**src/rtl/jedro_1_pkg.sv**
```systemverilog
// jedro_1 decode: shared opcode, class and ALU-op encodings.
// Immediate helpers shared by the decoder.
package jedro_1_pkg;

  localparam logic [6:0] OPC_LOAD    = 7'h03;
  localparam logic [6:0] OPC_MISCMEM = 7'h0F;
  localparam logic [6:0] OPC_OPIMM   = 7'h13;
  localparam logic [6:0] OPC_AUIPC   = 7'h17;
  localparam logic [6:0] OPC_STORE   = 7'h23;
  localparam logic [6:0] OPC_OP      = 7'h33;
  localparam logic [6:0] OPC_LUI     = 7'h37;
  localparam logic [6:0] OPC_BRANCH  = 7'h63;
  localparam logic [6:0] OPC_JALR    = 7'h67;
  localparam logic [6:0] OPC_JAL     = 7'h6F;
  localparam logic [6:0] OPC_SYSTEM  = 7'h73;

  typedef enum logic [3:0] {
    CLS_LOAD, CLS_STORE, CLS_OPIMM, CLS_OP,
    CLS_LUI, CLS_AUIPC, CLS_BRANCH, CLS_JAL,
    CLS_JALR, CLS_MISCMEM, CLS_SYSTEM, CLS_CSR
  } instr_class_e;

  typedef enum logic [3:0] {
    ALU_ADD, ALU_SUB, ALU_SLL, ALU_SLT,
    ALU_SLTU, ALU_XOR, ALU_SRL, ALU_SRA,
    ALU_OR, ALU_AND, ALU_PASS_B
  } alu_op_e;

  function automatic logic [31:0] imm_i(input logic [31:0] w);
    return {{20{w[31]}}, w[31:20]};
  endfunction

  function automatic logic [31:0] imm_s(input logic [31:0] w);
    return {{20{w[31]}}, w[31:25], w[11:7]};
  endfunction

  function automatic logic [31:0] imm_b(input logic [31:0] w);
    return {{19{w[31]}}, w[31], w[7], w[30:25], w[11:8], 1'b0};
  endfunction

  function automatic logic [31:0] imm_u(input logic [31:0] w);
    return {w[31:12], 12'd0};
  endfunction

  function automatic logic [31:0] imm_j(input logic [31:0] w);
    return {{11{w[31]}}, w[31], w[19:12], w[20], w[30:21], 1'b0};
  endfunction

  // alt selects SUB/SRA; callers mask it for I-type ADDI.
  function automatic alu_op_e f3_alu(input logic [2:0] f3,
                                     input logic alt);
    alu_op_e op;
    op = ALU_ADD;
    case (f3)
      3'd0: op = alt ? ALU_SUB : ALU_ADD;
      3'd1: op = ALU_SLL;
      3'd2: op = ALU_SLT;
      3'd3: op = ALU_SLTU;
      3'd4: op = ALU_XOR;
      3'd5: op = alt ? ALU_SRA : ALU_SRL;
      3'd6: op = ALU_OR;
      default: op = ALU_AND;
    endcase
    return op;
  endfunction

endpackage

```
**src/rtl/jedro_1_decoder_logic.sv**
```systemverilog
// jedro_1 combinational RV32I word-to-fields decode.
// Zicsr decode is enabled by defining JEDRO_1_ZICSR_EN.
module jedro_1_decoder_logic
  import jedro_1_pkg::*;
#(
  parameter int RF_ADDR_WIDTH = 5
) (
  input  logic [31:0]              instr,
  output logic [3:0]               instr_class,
  output logic [3:0]               alu_op,
  output logic [2:0]               funct3,
  output logic [RF_ADDR_WIDTH-1:0] rs1_addr,
  output logic [RF_ADDR_WIDTH-1:0] rs2_addr,
  output logic [RF_ADDR_WIDTH-1:0] rd_addr,
  output logic                     rd_we,
  output logic [31:0]              imm,
  output logic                     illegal
);

  localparam logic [4:0] RF_MASK =
    5'((32'd1 << RF_ADDR_WIDTH) - 32'd1);

  logic [6:0]   opcode;
  logic [6:0]   funct7;
  logic [2:0]   f3;
  logic [4:0]   rs1_f, rs2_f, rd_f;
  instr_class_e cls;
  alu_op_e      alu;
  logic         use_rs1, use_rs2, use_rd;
  logic         wr, bad_enc, bad_reg;

  assign opcode = instr[6:0];
  assign f3     = instr[14:12];
  assign funct7 = instr[31:25];
  assign rs1_f  = instr[19:15];
  assign rs2_f  = instr[24:20];
  assign rd_f   = instr[11:7];

  // Per-opcode class, ALU op, immediate and encoding legality.
  always_comb begin
    cls     = CLS_SYSTEM;
    alu     = ALU_ADD;
    imm     = 32'd0;
    use_rs1 = 1'b0;
    use_rs2 = 1'b0;
    use_rd  = 1'b0;
    wr      = 1'b0;
    bad_enc = 1'b0;
    case (opcode)
      OPC_LOAD: begin
        cls     = CLS_LOAD;
        imm     = imm_i(instr);
        use_rs1 = 1'b1;
        use_rd  = 1'b1;
        wr      = 1'b1;
        bad_enc = (f3 == 3'd3) | (f3 == 3'd6) | (f3 == 3'd7);
      end
      OPC_STORE: begin
        cls     = CLS_STORE;
        imm     = imm_s(instr);
        use_rs1 = 1'b1;
        use_rs2 = 1'b1;
        bad_enc = (f3 > 3'd2);
      end
      OPC_OPIMM: begin
        cls     = CLS_OPIMM;
        imm     = imm_i(instr);
        use_rs1 = 1'b1;
        use_rd  = 1'b1;
        wr      = 1'b1;
        alu     = f3_alu(f3, (f3 == 3'd5) & funct7[5]);
        if (f3 == 3'd1)
          bad_enc = (funct7 != 7'h00);
        else if (f3 == 3'd5)
          bad_enc = (funct7 != 7'h00) & (funct7 != 7'h20);
      end
      OPC_OP: begin
        cls     = CLS_OP;
        use_rs1 = 1'b1;
        use_rs2 = 1'b1;
        use_rd  = 1'b1;
        wr      = 1'b1;
        alu     = f3_alu(f3, funct7[5]);
        if (funct7 == 7'h20)
          bad_enc = (f3 != 3'd0) & (f3 != 3'd5);
        else
          bad_enc = (funct7 != 7'h00);
      end
      OPC_LUI: begin
        cls    = CLS_LUI;
        alu    = ALU_PASS_B;
        imm    = imm_u(instr);
        use_rd = 1'b1;
        wr     = 1'b1;
      end
      OPC_AUIPC: begin
        cls    = CLS_AUIPC;
        imm    = imm_u(instr);
        use_rd = 1'b1;
        wr     = 1'b1;
      end
      OPC_BRANCH: begin
        cls     = CLS_BRANCH;
        alu     = ALU_SUB;
        imm     = imm_b(instr);
        use_rs1 = 1'b1;
        use_rs2 = 1'b1;
        bad_enc = (f3 == 3'd2) | (f3 == 3'd3);
      end
      OPC_JAL: begin
        cls    = CLS_JAL;
        imm    = imm_j(instr);
        use_rd = 1'b1;
        wr     = 1'b1;
      end
      OPC_JALR: begin
        cls     = CLS_JALR;
        imm     = imm_i(instr);
        use_rs1 = 1'b1;
        use_rd  = 1'b1;
        wr      = 1'b1;
        bad_enc = (f3 != 3'd0);
      end
      OPC_MISCMEM: begin
        cls     = CLS_MISCMEM;
        imm     = imm_i(instr);
        bad_enc = (f3[2:1] != 2'd0);
      end
      OPC_SYSTEM: begin
        cls = CLS_SYSTEM;
        imm = imm_i(instr);
        if (f3 == 3'd0)
          bad_enc = (instr != 32'h0000_0073) &
                    (instr != 32'h0010_0073);
`ifdef JEDRO_1_ZICSR_EN
        else if (f3 != 3'd4) begin
          cls     = CLS_CSR;
          imm     = {20'd0, instr[31:20]};
          use_rd  = 1'b1;
          wr      = 1'b1;
          use_rs1 = ~f3[2];
        end else
          bad_enc = 1'b1;
`else
        else
          bad_enc = 1'b1;
`endif
      end
      default: bad_enc = 1'b1;
    endcase
  end

  assign bad_reg = (use_rs1 & |(rs1_f & ~RF_MASK)) |
                   (use_rs2 & |(rs2_f & ~RF_MASK)) |
                   (use_rd  & |(rd_f  & ~RF_MASK));

  assign illegal     = bad_enc | bad_reg |
                       (instr[1:0] != 2'b11);
  assign rd_we       = wr & ~illegal & (rd_f != 5'd0);
  assign instr_class = cls;
  assign alu_op      = alu;
  assign funct3      = f3;
  assign rs1_addr    = rs1_f[RF_ADDR_WIDTH-1:0];
  assign rs2_addr    = rs2_f[RF_ADDR_WIDTH-1:0];
  assign rd_addr     = rd_f[RF_ADDR_WIDTH-1:0];

endmodule

```
**src/rtl/jedro_1_decode_stage.sv**
```systemverilog
// jedro_1 registered decode stage: output register plus skid buffer.
// JEDRO_1_ZICSR_EN enables CSR decode inside jedro_1_decoder_logic.
module jedro_1_decode_stage
  import jedro_1_pkg::*;
#(
  parameter int RF_ADDR_WIDTH = 5,
  parameter int XLEN          = 32
) (
  input  logic                     clk_i,
  input  logic                     rst_i,
  input  logic [31:0]              instr_rdata_i,
  input  logic [XLEN-1:0]          pc_i,
  input  logic                     instr_valid_i,
  output logic                     instr_ready_o,
  input  logic                     flush_i,
  output logic                     dec_valid_o,
  input  logic                     dec_ready_i,
  output logic [XLEN-1:0]          pc_o,
  output logic [3:0]               instr_class_o,
  output logic [3:0]               alu_op_o,
  output logic [2:0]               funct3_o,
  output logic [RF_ADDR_WIDTH-1:0] rs1_addr_o,
  output logic [RF_ADDR_WIDTH-1:0] rs2_addr_o,
  output logic [RF_ADDR_WIDTH-1:0] rd_addr_o,
  output logic                     rd_we_o,
  output logic [XLEN-1:0]          imm_o,
  output logic                     illegal_insn_o
);

  logic                     or_valid, sb_valid, rdy_q;
  logic                     sb_next, accept, or_free, load_or;
  logic [31:0]              sb_word, src_word;
  logic [XLEN-1:0]          sb_pc, src_pc;
  logic [3:0]               d_class, d_alu;
  logic [2:0]               d_f3;
  logic [RF_ADDR_WIDTH-1:0] d_rs1, d_rs2, d_rd;
  logic                     d_we, d_ill;
  logic [31:0]              d_imm;

  assign accept   = instr_valid_i & rdy_q;
  assign or_free  = ~or_valid | dec_ready_i;
  assign load_or  = or_free & (sb_valid | accept);
  assign src_word = sb_valid ? sb_word : instr_rdata_i;
  assign src_pc   = sb_valid ? sb_pc : pc_i;

  jedro_1_decoder_logic #(
    .RF_ADDR_WIDTH(RF_ADDR_WIDTH)
  ) u_dec (
    .instr      (src_word),
    .instr_class(d_class),
    .alu_op     (d_alu),
    .funct3     (d_f3),
    .rs1_addr   (d_rs1),
    .rs2_addr   (d_rs2),
    .rd_addr    (d_rd),
    .rd_we      (d_we),
    .imm        (d_imm),
    .illegal    (d_ill)
  );

  // Skid occupancy after this edge; drives the registered ready.
  always_comb begin
    sb_next = 1'b0;
    if (!or_free)
      sb_next = sb_valid | accept;
  end

  // Valid flags and ready; flush overrides every transfer.
  always_ff @(posedge clk_i) begin
    if (rst_i) begin
      or_valid <= 1'b0;
      sb_valid <= 1'b0;
      rdy_q    <= 1'b0;
    end else if (flush_i) begin
      or_valid <= 1'b0;
      sb_valid <= 1'b0;
      rdy_q    <= 1'b1;
    end else begin
      if (or_free)
        or_valid <= sb_valid | accept;
      sb_valid <= sb_next;
      rdy_q    <= ~sb_next;
    end
  end

  // Data registers load only on a move; they hold otherwise.
  always_ff @(posedge clk_i) begin
    if (rst_i) begin
      sb_word        <= 32'd0;
      sb_pc          <= '0;
      pc_o           <= '0;
      instr_class_o  <= 4'd0;
      alu_op_o       <= 4'd0;
      funct3_o       <= 3'd0;
      rs1_addr_o     <= '0;
      rs2_addr_o     <= '0;
      rd_addr_o      <= '0;
      rd_we_o        <= 1'b0;
      imm_o          <= '0;
      illegal_insn_o <= 1'b0;
    end else if (!flush_i) begin
      if (accept && !or_free) begin
        sb_word <= instr_rdata_i;
        sb_pc   <= pc_i;
      end
      if (load_or) begin
        pc_o           <= src_pc;
        instr_class_o  <= d_class;
        alu_op_o       <= d_alu;
        funct3_o       <= d_f3;
        rs1_addr_o     <= d_rs1;
        rs2_addr_o     <= d_rs2;
        rd_addr_o      <= d_rd;
        rd_we_o        <= d_we;
        imm_o          <= d_imm;
        illegal_insn_o <= d_ill;
      end
    end
  end

  assign dec_valid_o   = or_valid;
  assign instr_ready_o = rdy_q;

endmodule

```
**config.mk**
```make
export PLATFORM = sky130hd
export DESIGN_NAME = jedro_1_decode_stage
export DESIGN_NICKNAME = d
export VERILOG_FILES = /design/src/rtl/jedro_1_pkg.sv /design/src/rtl/jedro_1_decoder_logic.sv /design/src/rtl/jedro_1_decode_stage.sv
export SDC_FILE = /design/constraint.sdc
export NUM_CORES = 1
export LEC_CHECK = 0
export CORE_UTILIZATION = 51
export CTS_BUF_LIST = sky130_fd_sc_hd__clkbuf_16
export DETAILED_ROUTE_END_ITERATION = 8
export PLACE_DENSITY = 0.83
export SYNTH_ARGS = -nofsm -noshare
export SYNTH_HDL_FRONTEND = slang
export SYNTH_SLANG_ARGS = --single-unit
```
**constraint.sdc**
```tcl
create_clock -name clk_i -period 2.7 [get_ports clk_i]
set_input_delay 0.27 -clock clk_i [delete_from_list [all_inputs] [get_ports clk_i]]
set_output_delay 0.27 -clock clk_i [all_outputs]
set_load 0.01 [all_outputs]
```
# == Word level (Yosys, flattened, before mapping) ==
# Index checks and enable logic that the tools add are counted.
# word_totals
reg_bits,159
latch_bits,0
ram_bits,0
rom_bits,0
input_bits,69
mem_count,0
# classes
n_addsub,0
mul,0
n_div,0
n_lt_le_gt_ge,1
eq_ne,24
shifts,0
muxes,19
bitwise,18
n_reduce_logical,14
# ops
op,count
case mux 32 bit (5 select lines),1
2-to-1 mux 32 bit,2
case mux 4 bit (7 select lines),2
case mux 4 bit (10 select lines),1
!= test 32 x 21 -> 1 bit (second input constant),1
!= test 32 x 7 -> 1 bit (second input constant),1
== test 7 x 6 -> 1 bit (second input constant),4
== test 7 bit (second input constant),4
case mux 4 bit (4 select lines),1
== test 7 x 5 -> 1 bit (second input constant),2
== test 3 bit (second input constant),4
2-to-1 mux 1 bit,11
case mux 1 bit (9 select lines),1
bitwise AND 1 bit,8
== test 7 x 2 -> 1 bit (second input constant),1
== test 7 x 4 -> 1 bit (second input constant),1
!= test 7 x 6 -> 1 bit (second input constant),1
nonzero test 7 bit,1
OR reduction 7 bit,1
== test 3 x 2 -> 1 bit (second input constant),2
bitwise OR 1 bit,6
nonzero test 5 bit,1
OR reduction 5 bit,1
inverter 1 bit,4
12 further kinds,14

# == Longest topological paths before layout ==
# depth
depth_word,10
depth_mapped,11

# == Modules after synthesis ==
# A second synthesis with hierarchy kept.
# hier_totals
hier_cells,907
hier_area_um2,8719.6
# modules_own_cells
module,instances,cells_each,area_per_inst_um2,seq_area_each_um2
jedro_1_decode_stage,1,735,7661.1,3183.1
jedro_1_decoder_logic,1,172,1058.5,0.0

# == Least setup slack after synthesis ==
# No wires, ideal clock.
# synth_path
path_type,register -> register
start,register sb_valid
end,register rd_we_o
arrival_ps,2083
setup_slack_ps,556
stages_incl_launch_ff,11
cell_sequence,dfxtp_1 buf_6 buf_6 buf_6 buf_2 mux2i_1 nand3_1 nor2_1 a31oi_1 a2111oi_2 a32o_1
# synth_between
elab_chain_cells,10
# synth_lines
item,line_no,rtl
start: declaration,jedro_1_decode_stage.sv:30,"logic or_valid, sb_valid, rdy_q;"
start signal: assignment,jedro_1_decode_stage.sv:81,sb_valid <= sb_next;
2-to-1 mux 32 bit,jedro_1_decode_stage.sv:43,assign src_word = sb_valid ? sb_word : instr_rdata_i;
!= test 7 x 6 -> 1 bit / nonzero test 7 bit (equally long branches),"jedro_1_decoder_logic.sv:75, jedro_1_decoder_logic.sv:73, jedro_1_decoder_logic.sv:87",
bitwise AND 1 bit,jedro_1_decoder_logic.sv:75,bad_enc = (funct7 != 7'h00) & (funct7 != 7'h20);
2-to-1 mux 1 bit,jedro_1_decoder_logic.sv:74,else if (f3 == 3'd5)
2-to-1 mux 1 bit,jedro_1_decoder_logic.sv:72,if (f3 == 3'd1)
case mux 1 bit (9 select lines),jedro_1_decoder_logic.sv:49,case (opcode)
bitwise OR 1 bit,jedro_1_decoder_logic.sv:157,assign illegal = bad_enc | bad_reg |
inverter 1 bit,jedro_1_decoder_logic.sv:159,assign rd_we = wr & ~illegal & (rd_f != 5'd0);
bitwise AND 1 bit (2 in series),jedro_1_decoder_logic.sv:159,
end signal: assignment,jedro_1_decode_stage.sv:114,rd_we_o <= d_we;
end: declaration,jedro_1_decode_stage.sv:25,"output logic rd_we_o,"
# Several ways; a longest one is shown, not always the timed one.
# A chain may end at the register's enable or synchronous reset.

# == Worst setup path after layout ==
# layout_path
start,register sb_valid
end,register imm_o[28]
# layout_between
elab_chain_cells,4
# layout_lines
item,line_no,rtl
2-to-1 mux 32 bit,jedro_1_decode_stage.sv:43,
"== test 7 x 2 -> 1 bit, or another cell as far along",jedro_1_decoder_logic.sv:49,
OR reduction 5 bit (no line) / OR reduction 2 bit (equally long branches),n/a,
case mux 32 bit (5 select lines),jedro_1_decoder_logic.sv:49,
end signal: assignment,jedro_1_decode_stage.sv:115,imm_o <= d_imm;
end: declaration,jedro_1_decode_stage.sv:26,"output logic [XLEN-1:0] imm_o,"
# Several ways; a longest one is shown, not always the timed one.

==> summary.md <==
## Clocking
* clock input transition at the sequential cells of the worst setup and hold paths: 0.06 ns
* root buffer cell: clkbuf_16
* Num CTS Buffers: 17
* clock sink count: 159
* TritonCTS clock tree: yes
* number of levels the H-tree was split into: 4
* number of hold buffers added after CTS: 0
* clock latency reported for the late side of the worst-skew pair: 0.43 ns
* Clock Path Buffers: 2
* Resize count post-CTS: 0
* count of buffers added by post-CTS timing repair for setup: 0

## Flow run
* maximum capacitance violations: 0

## STA
* transition at the pin with the smallest max-transition slack: 0.7007 ns
* hold_ws: 0.2979 ns
* highest attainable clock frequency: 390.5 MHz
* summed negative setup slack over all endpoints: 0 ns
* setup violators final: 0
* min cycle time layout: 2.561 ns
* minimum setup slack in the final design: 0.1392 ns
* worst-case clock skew: 0.008148 ns
* Rel. slew slack: 53.29%
* crit share post-route: 94.84%
* RSZ-0062 raised after global routing: false
* hold violation count in the final report: 0
* Slew Limit Fails: 0

## Logic synthesis
* total of warnings raised by yosys: 0
* combinational family with the most area after synthesis: compound AO/OA/AOI/OAI gates
* Simple-Gate Fraction of Synth Area: 18.77%
* parity-gate share of the synthesized area counting xor and xnor cells: 0%
* Gate Count Post-Synth: 844
* number of enable-type register cells in the synthesized netlist: 0
* adder-cell share of the synthesized area: 0%
* top cells by count, synth: nand2_1, dfxtp_1, a21oi_1
* average instance area after synthesis: 8.552 um2
* net count of the mapped netlist: 913
* fraction of synthesized cell area taken by the top area cell type: 44.10%
* most numerous cell in the Yosys netlist: nand2_1
* Most used DFF post-synth: dfxtp_1
* top cell type by total area after synthesis: dfxtp_1
* post-synthesis mux area share: 10.05%
* post-synthesis sequential area ratio: 44.10%
* compound-gate portion of the synthesized area: 22.59%
* largest cells by area after synthesis: dfxtp_1, nand2_1, mux2i_1
* total of flip-flops plus latches after synthesis: 159
* fraction of registers with async set/reset: 0%
* number of distinct library cell variants in the gate-level netlist after synthesis: 60
* post-synthesis cell area: 0.007218 mm2

## Global routing
* All-Layer GR Usage: 27.80%
* largest net degree at the start of global routing: 65
* Remaining Overflow, GRT: 0
* global-route wire length before repair: 31960 um
* vias in the first global route: 6108
* antenna violations before repair: 0

## Pwr
* Int Power: 4.030 mW
* switching power: 1.305 mW
* leakage power figure: 3.248 nW
* share of total power in sequential cells: 45.4%
* maximum vdd ir drop: 0.4395 mV
* clock power share: 43.9%
* switching share of power: 24.46%
* power per cell area: 550.3 mW/mm2
* combinational share of power: 10.7%

## Finish
* Ant. Diodes: 0
* Filler Cells Inserted: 1139
* layout net count: 1069
* Syn-to-layout area delta: 34.30%
* fraction of final layout cells sized beyond drive strength 1: 9.773%

## Place
* pre-CTS WS: 0.1455 ns
* RePlAce Congestion: 0.9170
* HPWL reported at the end of detailed placement: 13810 um
* PortBufs: 162

## Critical path
* endpoint class of the critical path: flop
* CP Data Required Time: 3.06 ns
* startpoint of the worst register-to-register path: sb_valid
* Critical Path Fanout Max: 35
* type of the worst setup path: reg -> reg
* origin of the worst setup path: sb_valid
* arrival time at the worst endpoint: 2.92 ns
* startpoint type of the worst setup path: flop

## Route
* Routed Antenna Nets: 0
* DRC Markers: 0
* WL final: 20310 um
* drt via density: 5.725
* wire per inst: 17.02 um
* first-iteration detailed-routing DRC count: 541
* total vias in the final route: 6830
* Pre-Repair DR Iteration Count: 7

## Hold path
* path type of the worst min-delay path: in -> reg
* Hold Path Origin: rst_i

## Floorplan
* effective utilization at floorplan: 52.20%
* placeable core area: 0.01383 mm2
* I/O Pins: 163
* x dimension of the die: 121.0 um
* Die Area: 0.01463 mm2
* floorplan row count: 43
* die extent in y: 121.0 um

## Run status
* result of the run: finished clean

==> cell families (layout without fill, tap and decap cells) <==
| kind of cell | Yosys count | after routing |
|---|---|---|
| AOI/OAI and AO/OA | 237 | 237 |
| buffers and inverters | 68 | 237 |
| DFF | 159 | 159 |
| muxes | 70 | 70 |
| and+or+nand+nor | 310 | 310 |
==> state kept, by name, indices dropped and copies added (netlist names) <==
register        cells
rd_we_o             1
sb_valid            1
sb_word            32
illegal_insn_o      1
rd_addr_o           5
funct3_o            3
instr_ready_o       1
rs2_addr_o          5
sb_pc              32
dec_valid_o         1
instr_class_o       4
alu_op_o            4
rs1_addr_o          5
imm_o              32
pc_o               32
==> layout by cell type (no fill, tap or decap), types with 18 or more instances in the layout <==
master | synthesis | final
buf_4 | 4 | 40
mux2i_1 | 56 | 56
o21ai_0 | 23 | 23
clkdlybuf4s50_1 | 0 | 161
nand3_1 | 18 | 18
a21oi_1 | 85 | 85
a32o_1 | 20 | 20
dfxtp_1 | 159 | 158
a211oi_1 | 54 | 54
nand2_1 | 174 | 174
nor2_1 | 67 | 67
==> power by group through the flow <==
stage          Sequential [mW]  Combinational [mW]  Clock (mW)
4_1_cts                   2.42               0.566        2.37
2_1_floorplan             2.49               0.234           0
3_5_place_dp              2.48               0.562           0
5_1_grt                   2.43               0.610        2.46
3_3_place_gp              2.47               0.560           0
6_report                  2.42               0.569        2.34
==> metrics by stage <==
stage / utilization, % / area, um2 / std cells / power, mW
global route: 70.11 / 9694 / 1193 / 5.493
floorplan: - / 7218 / 844 / 2.728
global placement: 66.00 / 9126 / 1161 / 3.033
detailed placement: 66.00 / 9126 / 1161 / 3.037
finish: 70.11 / 9694 / 1193 / 5.335
CTS: 70.11 / 9694 / 1193 / 5.356
==> layer usage <==
metal / routed length (um) / track usage, %
met4: 354 / 10.11
met1: 8801 / 35.64
met5: 0 / 0
met2: 9755 / 45.43
met3: 1399 / 6.532
==> path summary, 6_finish.rpt <==
check,end,slack [ns],cells past startpoint
setup / recovery,imm_o[28],0.14,8
hold / removal,alu_op_o[2],0.30,2
setup reg to reg,imm_o[28],0.14,8
hold reg to reg,sb_pc[5],0.45,2
==> cell type report <==
| class | instances | area, um2 | share of cell area, % |
|---|---|---|---|
| well taps | 180 | 225.2 | 2.323 |
| repair buffers | 205 | 1992 | 20.55 |
| multi-input cells | 617 | 3722 | 38.40 |
| clock inverters | 15 | 142.6 | 1.471 |
| clock buffers | 17 | 425.4 | 4.388 |
| flip-flops and latches | 159 | 3187 | 32.87 |
==> worst max-delay path, stage by stage, from the launching register on <==
cell     delay [ns]
dfxtp_4        0.65
buf_4          0.23
mux2_1         0.36
nor3_2         0.28
nand2_2        0.12
buf_4          0.21
and2_1         0.31
nand3_1        0.15
a32o_1         0.18
No activity file was read; power rests on OpenSTA's default activity.
